`src/rtl/conv3x3_window_feeder_pkg.sv`:
```
// Shared types and MAC timing constants for the 3x3 window feeder.
package conv3x3_window_feeder_pkg;

  typedef enum logic [1:0] {
    IDLE,
    LOAD_W,
    STREAM,
    DRAIN
  } feeder_state_e;

  localparam int unsigned MAC_LATENCY  = 5;
  localparam int unsigned MAC_TAPS     = 9;
  localparam int unsigned MAC_SKEW_TAP = 5;

endpackage

```
`src/rtl/conv3x3_window_feeder_if.sv`:
```
// Control, pixel stream, MAC operand and result-tag bundle of the window feeder.
interface conv3x3_window_feeder_if #(
  parameter int unsigned A_WIDTH           = 16,
  parameter int unsigned B_WIDTH           = 16,
  parameter int unsigned ACCUMULATOR_WIDTH = 32,
  parameter int unsigned IMG_WIDTH         = 32,
  parameter int unsigned IMG_HEIGHT        = 32
);
  import conv3x3_window_feeder_pkg::*;

  localparam int unsigned ROW_W = $clog2(IMG_HEIGHT);
  localparam int unsigned COL_W = $clog2(IMG_WIDTH);

  logic                            start;
  logic [ACCUMULATOR_WIDTH-1:0]    bias_in;
  logic                            weight_valid;
  logic [B_WIDTH-1:0]              weight_in;
  logic                            pixel_valid;
  logic                            pixel_ready;
  logic [A_WIDTH-1:0]              pixel_in;
  logic                            mac_valid;
  logic [MAC_TAPS*A_WIDTH-1:0]     a_out;
  logic [MAC_TAPS*B_WIDTH-1:0]     b_out;
  logic [ACCUMULATOR_WIDTH-1:0]    psum_out;
  logic                            result_valid;
  logic [ROW_W-1:0]                result_row;
  logic [COL_W-1:0]                result_col;
  logic                            frame_done;

  // Source / sink side (pixel producer, weight loader, MAC result consumer)
  modport master (
    output start, bias_in, weight_valid, weight_in, pixel_valid, pixel_in,
    input  pixel_ready, mac_valid, a_out, b_out, psum_out,
    input  result_valid, result_row, result_col, frame_done
  );

  // Feeder side
  modport slave (
    input  start, bias_in, weight_valid, weight_in, pixel_valid, pixel_in,
    output pixel_ready, mac_valid, a_out, b_out, psum_out,
    output result_valid, result_row, result_col, frame_done
  );

endinterface

```
`src/rtl/conv3x3_window_feeder_line_buffer.sv`:
```
// One image row of pixels; combinational read and clocked write at the same
// address, so a read in the write cycle returns the previous row's pixel.
module conv3x3_window_feeder_line_buffer #(
  parameter int unsigned A_WIDTH   = 16,
  parameter int unsigned IMG_WIDTH = 32
) (
  input  logic                         clk,
  input  logic                         we,
  input  logic [$clog2(IMG_WIDTH)-1:0] addr,
  input  logic [A_WIDTH-1:0]           wdata,
  output logic [A_WIDTH-1:0]           rdata_c
);

  logic [A_WIDTH-1:0] mem [IMG_WIDTH];

  // Row storage write; contents are intentionally not reset
  always_ff @(posedge clk) begin
    if (we) begin
      mem[addr] <= wdata;
    end
  end

  assign rdata_c = mem[addr];

endmodule

```
`src/rtl/conv3x3_window_feeder.sv`:
```
// 3x3 sliding-window builder feeding a 9-tap pipelined MAC, with operand skew
// for the late taps and a result tag line matched to the MAC latency.
module conv3x3_window_feeder
  import conv3x3_window_feeder_pkg::*;
#(
  parameter int unsigned A_WIDTH           = 16,
  parameter int unsigned B_WIDTH           = 16,
  parameter int unsigned ACCUMULATOR_WIDTH = 32,
  parameter int unsigned IMG_WIDTH         = 32,
  parameter int unsigned IMG_HEIGHT        = 32
) (
  input logic                   clk,
  input logic                   arst_in,
  conv3x3_window_feeder_if.slave bus
);

  localparam int unsigned ROW_W   = $clog2(IMG_HEIGHT);
  localparam int unsigned COL_W   = $clog2(IMG_WIDTH);
  localparam int unsigned WCNT_W  = $clog2(MAC_TAPS);
  localparam int unsigned PIPE_D  = MAC_LATENCY - 1;
  localparam int unsigned HI_TAPS = MAC_TAPS - MAC_SKEW_TAP;

  typedef struct packed {
    logic             valid;
    logic             last;
    logic [ROW_W-1:0] row;
    logic [COL_W-1:0] col;
  } tag_t;

  feeder_state_e                state;
  logic [ROW_W-1:0]             row;
  logic [COL_W-1:0]             col;
  logic [WCNT_W-1:0]            wcnt;
  logic                         pixel_ready_q;
  logic [ACCUMULATOR_WIDTH-1:0] bias_q;
  logic [B_WIDTH-1:0]           w   [MAC_TAPS];
  logic [A_WIDTH-1:0]           win [MAC_TAPS];
  logic [A_WIDTH-1:0]           hi  [HI_TAPS];
  logic [A_WIDTH-1:0]           lb0_rd_c;
  logic [A_WIDTH-1:0]           lb1_rd_c;
  tag_t                         tag0;
  tag_t [PIPE_D-1:0]            pipe;
  logic                         result_valid_q;
  logic [ROW_W-1:0]             result_row_q;
  logic [COL_W-1:0]             result_col_q;
  logic                         frame_done_q;

  logic accept_c;
  logic last_px_c;
  logic last_col_c;
  logic win_ok_c;

  assign accept_c   = bus.pixel_valid & pixel_ready_q;
  assign last_col_c = (col == COL_W'(IMG_WIDTH - 1));
  assign last_px_c  = last_col_c && (row == ROW_W'(IMG_HEIGHT - 1));
  assign win_ok_c   = (row >= ROW_W'(2)) && (col >= COL_W'(2));

  // Frame sequencing: bias capture, weight count, raster position, pixel_ready
  always_ff @(posedge clk or posedge arst_in) begin
    if (arst_in) begin
      state         <= IDLE;
      row           <= '0;
      col           <= '0;
      wcnt          <= '0;
      pixel_ready_q <= 1'b0;
      bias_q        <= '0;
    end else begin
      case (state)
        IDLE: begin
          if (bus.start) begin
            bias_q <= bus.bias_in;
            wcnt   <= '0;
            row    <= '0;
            col    <= '0;
            state  <= LOAD_W;
          end
        end
        LOAD_W: begin
          if (bus.weight_valid) begin
            if (wcnt == WCNT_W'(MAC_TAPS - 1)) begin
              wcnt          <= '0;
              pixel_ready_q <= 1'b1;
              state         <= STREAM;
            end else begin
              wcnt <= wcnt + WCNT_W'(1);
            end
          end
        end
        STREAM: begin
          if (accept_c) begin
            if (last_col_c) begin
              col <= '0;
              row <= row + ROW_W'(1);
            end else begin
              col <= col + COL_W'(1);
            end
            if (last_px_c) begin
              row           <= '0;
              pixel_ready_q <= 1'b0;
              state         <= DRAIN;
            end
          end
        end
        DRAIN: begin
          if (frame_done_q) begin
            state <= IDLE;
          end
        end
        default: state <= IDLE;
      endcase
    end
  end

  // Weight registers, loaded one beat per tap during LOAD_W
  always_ff @(posedge clk or posedge arst_in) begin
    if (arst_in) begin
      w <= '{default: '0};
    end else if (state == LOAD_W && bus.weight_valid) begin
      w[wcnt] <= bus.weight_in;
    end
  end

  conv3x3_window_feeder_line_buffer #(.A_WIDTH(A_WIDTH), .IMG_WIDTH(IMG_WIDTH)) lb0 (
    .clk     (clk),
    .we      (accept_c),
    .addr    (col),
    .wdata   (bus.pixel_in),
    .rdata_c (lb0_rd_c)
  );

  conv3x3_window_feeder_line_buffer #(.A_WIDTH(A_WIDTH), .IMG_WIDTH(IMG_WIDTH)) lb1 (
    .clk     (clk),
    .we      (accept_c),
    .addr    (col),
    .wdata   (lb0_rd_c),
    .rdata_c (lb1_rd_c)
  );

  // Window shift: columns move left, new right column is {oldest, middle, newest} row
  always_ff @(posedge clk or posedge arst_in) begin
    if (arst_in) begin
      win <= '{default: '0};
    end else if (accept_c) begin
      win[0] <= win[1];
      win[1] <= win[2];
      win[2] <= lb1_rd_c;
      win[3] <= win[4];
      win[4] <= win[5];
      win[5] <= lb0_rd_c;
      win[6] <= win[7];
      win[7] <= win[8];
      win[8] <= bus.pixel_in;
    end
  end

  // Late taps trail the window by one cycle so the MAC sees one coherent window
  for (genvar k = 0; k < HI_TAPS; k++) begin : g_skew
    always_ff @(posedge clk or posedge arst_in) begin
      if (arst_in) begin
        hi[k] <= '0;
      end else begin
        hi[k] <= win[k + MAC_SKEW_TAP];
      end
    end
  end

  // MAC issue tag and result delay line matched to the MAC pipeline depth
  always_ff @(posedge clk or posedge arst_in) begin
    if (arst_in) begin
      tag0           <= '0;
      pipe           <= '0;
      result_valid_q <= 1'b0;
      result_row_q   <= '0;
      result_col_q   <= '0;
      frame_done_q   <= 1'b0;
    end else begin
      tag0.valid     <= accept_c & win_ok_c;
      tag0.last      <= last_px_c;
      tag0.row       <= row - ROW_W'(2);
      tag0.col       <= col - COL_W'(2);
      pipe           <= {pipe[PIPE_D-2:0], tag0};
      result_valid_q <= pipe[PIPE_D-1].valid;
      result_row_q   <= pipe[PIPE_D-1].row;
      result_col_q   <= pipe[PIPE_D-1].col;
      frame_done_q   <= pipe[PIPE_D-1].valid & pipe[PIPE_D-1].last;
    end
  end

  for (genvar k = 0; k < MAC_TAPS; k++) begin : g_taps
    if (k < MAC_SKEW_TAP) begin : g_lo
      assign bus.a_out[k*A_WIDTH +: A_WIDTH] = win[k];
    end else begin : g_hi
      assign bus.a_out[k*A_WIDTH +: A_WIDTH] = hi[k - MAC_SKEW_TAP];
    end
    assign bus.b_out[k*B_WIDTH +: B_WIDTH] = w[k];
  end

  assign bus.pixel_ready  = pixel_ready_q;
  assign bus.mac_valid    = tag0.valid;
  assign bus.psum_out     = bias_q;
  assign bus.result_valid = result_valid_q;
  assign bus.result_row   = result_row_q;
  assign bus.result_col   = result_col_q;
  assign bus.frame_done   = frame_done_q;

endmodule

```
`src/flat_wrapper.sv`:
```
// flat-port wrapper written by rule: the top's interface ports become plain ports
module conv3x3_window_feeder_flat import conv3x3_window_feeder_pkg::*;
#(
  parameter int unsigned A_WIDTH           = 16,
  parameter int unsigned B_WIDTH           = 16,
  parameter int unsigned ACCUMULATOR_WIDTH = 32,
  parameter int unsigned IMG_WIDTH         = 32,
  parameter int unsigned IMG_HEIGHT        = 32
)
  (clk, arst_in, bus_start, bus_bias_in, bus_weight_valid, bus_weight_in, bus_pixel_valid, bus_pixel_in, bus_pixel_ready, bus_mac_valid, bus_a_out, bus_b_out, bus_psum_out, bus_result_valid, bus_result_row, bus_result_col, bus_frame_done);
  conv3x3_window_feeder_if #(.A_WIDTH(A_WIDTH), .B_WIDTH(B_WIDTH), .ACCUMULATOR_WIDTH(ACCUMULATOR_WIDTH), .IMG_WIDTH(IMG_WIDTH), .IMG_HEIGHT(IMG_HEIGHT)) bus_i ();
  input logic clk;
  input logic arst_in;
  input wire logic [$bits(bus_i.start)-1:0] bus_start;
  input wire logic [$bits(bus_i.bias_in)-1:0] bus_bias_in;
  input wire logic [$bits(bus_i.weight_valid)-1:0] bus_weight_valid;
  input wire logic [$bits(bus_i.weight_in)-1:0] bus_weight_in;
  input wire logic [$bits(bus_i.pixel_valid)-1:0] bus_pixel_valid;
  input wire logic [$bits(bus_i.pixel_in)-1:0] bus_pixel_in;
  output wire logic [$bits(bus_i.pixel_ready)-1:0] bus_pixel_ready;
  output wire logic [$bits(bus_i.mac_valid)-1:0] bus_mac_valid;
  output wire logic [$bits(bus_i.a_out)-1:0] bus_a_out;
  output wire logic [$bits(bus_i.b_out)-1:0] bus_b_out;
  output wire logic [$bits(bus_i.psum_out)-1:0] bus_psum_out;
  output wire logic [$bits(bus_i.result_valid)-1:0] bus_result_valid;
  output wire logic [$bits(bus_i.result_row)-1:0] bus_result_row;
  output wire logic [$bits(bus_i.result_col)-1:0] bus_result_col;
  output wire logic [$bits(bus_i.frame_done)-1:0] bus_frame_done;
  assign bus_i.start = bus_start;
  assign bus_i.bias_in = bus_bias_in;
  assign bus_i.weight_valid = bus_weight_valid;
  assign bus_i.weight_in = bus_weight_in;
  assign bus_i.pixel_valid = bus_pixel_valid;
  assign bus_i.pixel_in = bus_pixel_in;
  assign bus_pixel_ready = bus_i.pixel_ready;
  assign bus_mac_valid = bus_i.mac_valid;
  assign bus_a_out = bus_i.a_out;
  assign bus_b_out = bus_i.b_out;
  assign bus_psum_out = bus_i.psum_out;
  assign bus_result_valid = bus_i.result_valid;
  assign bus_result_row = bus_i.result_row;
  assign bus_result_col = bus_i.result_col;
  assign bus_frame_done = bus_i.frame_done;
  conv3x3_window_feeder #(.A_WIDTH(A_WIDTH), .B_WIDTH(B_WIDTH), .ACCUMULATOR_WIDTH(ACCUMULATOR_WIDTH), .IMG_WIDTH(IMG_WIDTH), .IMG_HEIGHT(IMG_HEIGHT)) u_core (.clk(clk), .arst_in(arst_in), .bus(bus_i));
endmodule
```
`config.mk`:
```
export PLATFORM = sky130hd
export DESIGN_NAME = conv3x3_window_feeder_flat
export DESIGN_NICKNAME = d
export VERILOG_FILES = /design/src/rtl/conv3x3_window_feeder_pkg.sv /design/src/rtl/conv3x3_window_feeder_if.sv /design/src/rtl/conv3x3_window_feeder_line_buffer.sv /design/src/rtl/conv3x3_window_feeder.sv /design/src/flat_wrapper.sv
export SDC_FILE = /design/constraint.sdc
export NUM_CORES = 2
export LEC_CHECK = 0
export BUFFER_PORTS_ARGS = -buffer_cell sky130_fd_sc_hd__buf_2
export CORE_MARGIN = 2
export CORE_UTILIZATION = 25
export DETAILED_ROUTE_END_ITERATION = 8
export GPL_ROUTABILITY_DRIVEN = 0
export PLACE_DENSITY = 0.51
export SKIP_LAST_GASP = 1
export SYNTH_ARGS = -nofsm -noshare
export SYNTH_HDL_FRONTEND = slang
export SYNTH_SLANG_ARGS = --single-unit
```
`constraint.sdc`:
```
create_clock -name clk -period 15.2 [get_ports clk]
set_clock_uncertainty 0.2 [all_clocks]
set_input_delay 3.04 -clock clk [delete_from_list [all_inputs] [get_ports clk]]
set_output_delay 3.04 -clock clk [all_outputs]
set_load 0.02 [all_outputs]
```
==> results.py <==
metrics = {
    "clock_tree": {
        "cts_tree": "done",
        "clkLatencyLatePin_ns": 0.78,
        "postCtsSetupRepairBufs": 0,
        "cts_resized": 0,
        "cts.sink_count": 1497,
        "clockRootBuffer": "clkbuf_16",
        "clk_path_buf_depth": 3,
        "cts-buffers-inserted": 149,
        "cts.clk_slew.worst_paths_ns": 0.06,
        "cts.htree.levels": 4,
        "cts_hold_repair.buffers": 0,
    },
    "sta": {
        "finalHoldViolations": 0,
        "max_freq_mhz": 183,
        "fin_crit_sh_pct": 35.9,
        "slew_headroom_pct": 15.3,
        "setup_viol": 0,
        "drv_slew": 0,
        "worstMarginPinSlew_ns": 1.26,
        "rsz0062_at_grt": "no",
        "setup_tns_ns": 0,
        "fin_crit_ns": 5.46,
    },
    "grt": {
        "grt-ovfl-total": 0,
        "grt_max_degree": 187,
        "grt_pass1_vias": 29374,
        "groute.usage.overall_pct": 13.6,
        "antenna_found_initial": 9,
        "grt_pass1_wl_mm": 225,
    },
    "floorplan": {
        "ioPinCount": 403,
        "start_util_pct": 25.2,
        "rows": 173,
        "die_w_um": 477,
        "die_h_um": 477,
        "dieArea_um2": 228000,
        "core_area_um2": 223000,
    },
    "route": {
        "drtPass1Iterations": 7,
        "wirelength_mm": 159,
        "vias": 29498,
        "ant_nets": 0,
        "vias_per_cell": 4.42,
        "dr.first_iter.drc_count": 2403,
        "drc": 0,
        "post_drt_wl_per_cell_um": 23.8,
    },
    "placed_design": {
        "io_buffers": 402,
        "place_area_um2": 61100,
        "place_hpwl_mm": 103,
    },
    "worst_hold_path": {
        "hold_path_depth": 0,
        "hold_path_class": "flip-flop to flip-flop",
    },
    "synthesis": {
        "yosysMostFrequentCell": "edfxtp_1",
        "synth_top_family_by_area": "multiplexers",
        "synth_area_leaders": "edfxtp_1, dfrtp_1, mux2i_1, mux4_2, mux2_2",
        "syn_area_um2": 56000,
        "yosysSeqAreaShare_pct": 76.0,
        "ys_ff_latch": 1497,
        "synth_compound_area_share_pct": 3.08,
        "yosysTopAreaCell": "edfxtp_1",
        "synth_edf_count": 1024,
        "synth-xor-area-share_pct": 0.125,
        "async_flop_share_pct": 31.6,
        "avgSynthCellArea_um2": 17.5,
        "synth_top_area_share_pct": 54.9,
        "yosys-top-cells-count": "edfxtp_1, dfrtp_1, nand2_1",
        "ys_types": 53,
        "synthFlopType": "edfxtp_1",
        "yosys_warnings": 0,
        "synth_nets": 3297,
        "synth_simple_gate_area_share_pct": 4.49,
        "synth.area.mux_share_pct": 13.2,
        "synthAdderAreaFrac_pct": 0.447,
        "synthCells": 3208,
    },
    "power_and_ir_drop": {
        "switching_share_pct": 33.0,
        "peakVddDrop_uv": 104,
        "powerDensity_nw_per_um2": 188,
        "pwr-share-comb_pct": 24.6,
        "p_int_mw": 8.30,
        "clockPowerShare_pct": 29.8,
        "p_sw_mw": 4.10,
        "cellLeakagePower_nw": 23.9,
        "pwr-share-seq_pct": 45.5,
    },
    "final_layout": {
        "design_area_um2": 66100,
        "area_growth_syn_to_layout_pct": 17.9,
        "fillerInstances": 22123,
        "layout-drive-gt1-share_pct": 27.5,
        "layout.nets": 3665,
    },
    "worst_setup_path": {
        "worst_setup_path_start_kind": "flip-flop",
        "end_kind": "flip-flop",
        "crit_required_ns": 15.26,
        "arrival_ns": 5.52,
        "rr_worst_depth": 6,
        "cp_max_fo": 107,
        "critPathKind": "flip-flop to flip-flop",
    },
    "run_status": {
        "status": "complete, no violations",
    },
    "flow_run": {
        "max-cap-violations": 0,
    },
}
-- metrics by stage --
| step | cells | power [mW] | setup WS [ns] | utilization [%] | hold slack [ns] |
|---|---|---|---|---|---|
| floorplan | 3208 | 7.50 | 5.55 | - | 0.131 |
| global placement | 6400 | 8.80 | 9.31 | 27.5 | 0.132 |
| detailed placement | 6400 | 8.84 | 9.25 | 27.5 | 0.135 |
| CTS | 6676 | 12.6 | 9.77 | 29.7 | 0.132 |
| global route | 6677 | 12.9 | 9.56 | 29.7 | 0.146 |
| finish | 6679 | 12.4 | 9.74 | 29.7 | 0.134 |
-- logic make-up after synthesis --
| family | count (synthesis) |
|---|---|
| flip-flops | 1497 |
| AND/OR/NAND/NOR | 565 |
| multiplexers | 597 |
| XOR/XNOR | 8 |
| adder cells (fa/ha/maj) | 20 |
| AO/OA/AOI/OAI | 264 |
| buffers and inverters | 257 |
-- cell type report --
class	instances	area, µm²	area share, %
multi-input cells	1454	12300	18.6
clock buffers	211	4280	6.49
clock inverters	65	626	0.947
inverters	21	82.6	0.125
repair buffers	453	2460	3.72
well taps	2975	3720	5.64
diodes	3	7.51	0.0114
flip-flops and latches	1497	42600	64.5
-- power groups by stage --
stage          Combinational, mW  Clock (mW)  Sequential [mW]
2_1_floorplan               1.70           0             5.80
3_3_place_gp                3.07           0             5.74
3_5_place_dp                3.09           0             5.75
4_1_cts                     3.09        3.79             5.67
5_1_grt                     3.26        3.94             5.71
6_report                    3.05        3.70             5.65
-- layer usage --
layer | track usage, % | wire length, µm
met5 | 0 | 12
met4 | 4.45 | 4460
met3 | 3.08 | 10800
met2 | 21.7 | 74100
met1 | 18.3 | 69900
-- sequential cells by signal (all words and copies together), names as in the netlist --
register,count
u_core.bus.result_row,5
u_core.row,5
u_core.wcnt,4
u_core.col,5
u_core.state,2
u_core.bus.a_out,144
u_core.tag0,11
u_core.bus.frame_done,1
u_core.bus.pixel_ready,1
u_core.pipe,48
u_core.bus.result_valid,1
u_core.win,64
u_core.bus.result_col,5
u_core.lb0.mem,512
u_core.bus.mac_valid,1
u_core.lb1.mem,512
u_core.bus.psum_out,32
u_core.bus.b_out,144
-- final timing paths --
kind	startpoint	to	slack, ns
setup / recovery	u_core.col[1]	u_core.lb1.mem[12][1]	9.74
hold / removal	u_core.tag0[10]	u_core.pipe[10]	0.13
setup reg to reg	u_core.col[1]	u_core.lb1.mem[12][1]	9.74
hold reg to reg	u_core.tag0[10]	u_core.pipe[10]	0.13
max in group asynchronous	arst_in	u_core.bus.a_out[89]	10.09
min in group asynchronous	arst_in	u_core.bus.b_out[9]	2.27
-- layout by cell type, fill, tap and decap left out, types with 20 or more instances in the layout --
| master | netlist | layout |
|---|---|---|
| a22oi_1 | 32 | 32 |
| a31oi_1 | 33 | 33 |
| buf_2 | 58 | 402 |
| buf_4 | 95 | 46 |
| clkbuf_1 | 63 | 37 |
| clkbuf_16 | 0 | 156 |
| clkinv_2 | 0 | 21 |
| dfrtp_1 | 473 | 471 |
| edfxtp_1 | 1024 | 1024 |
| ha_1 | 20 | 20 |
| inv_1 | 21 | 20 |
| mux2_2 | 177 | 177 |
| mux2i_1 | 324 | 324 |
| mux4_2 | 96 | 96 |
| nand2_1 | 368 | 358 |
| nor2_1 | 88 | 55 |
| nor2_4 | 0 | 32 |
| nor4_1 | 47 | 42 |
| o21ai_0 | 23 | 23 |
| o22ai_1 | 145 | 145 |
-- worst max-delay path: stages (launching register included) --
cell	delay (ns)
dfrtp_4	0.85
buf_4	0.73
buf_12	0.63
mux2i_1	0.31
o22ai_1	0.20
nor4_1	0.94
nand2_2	0.82
Power figures use the tool's default switching activity.
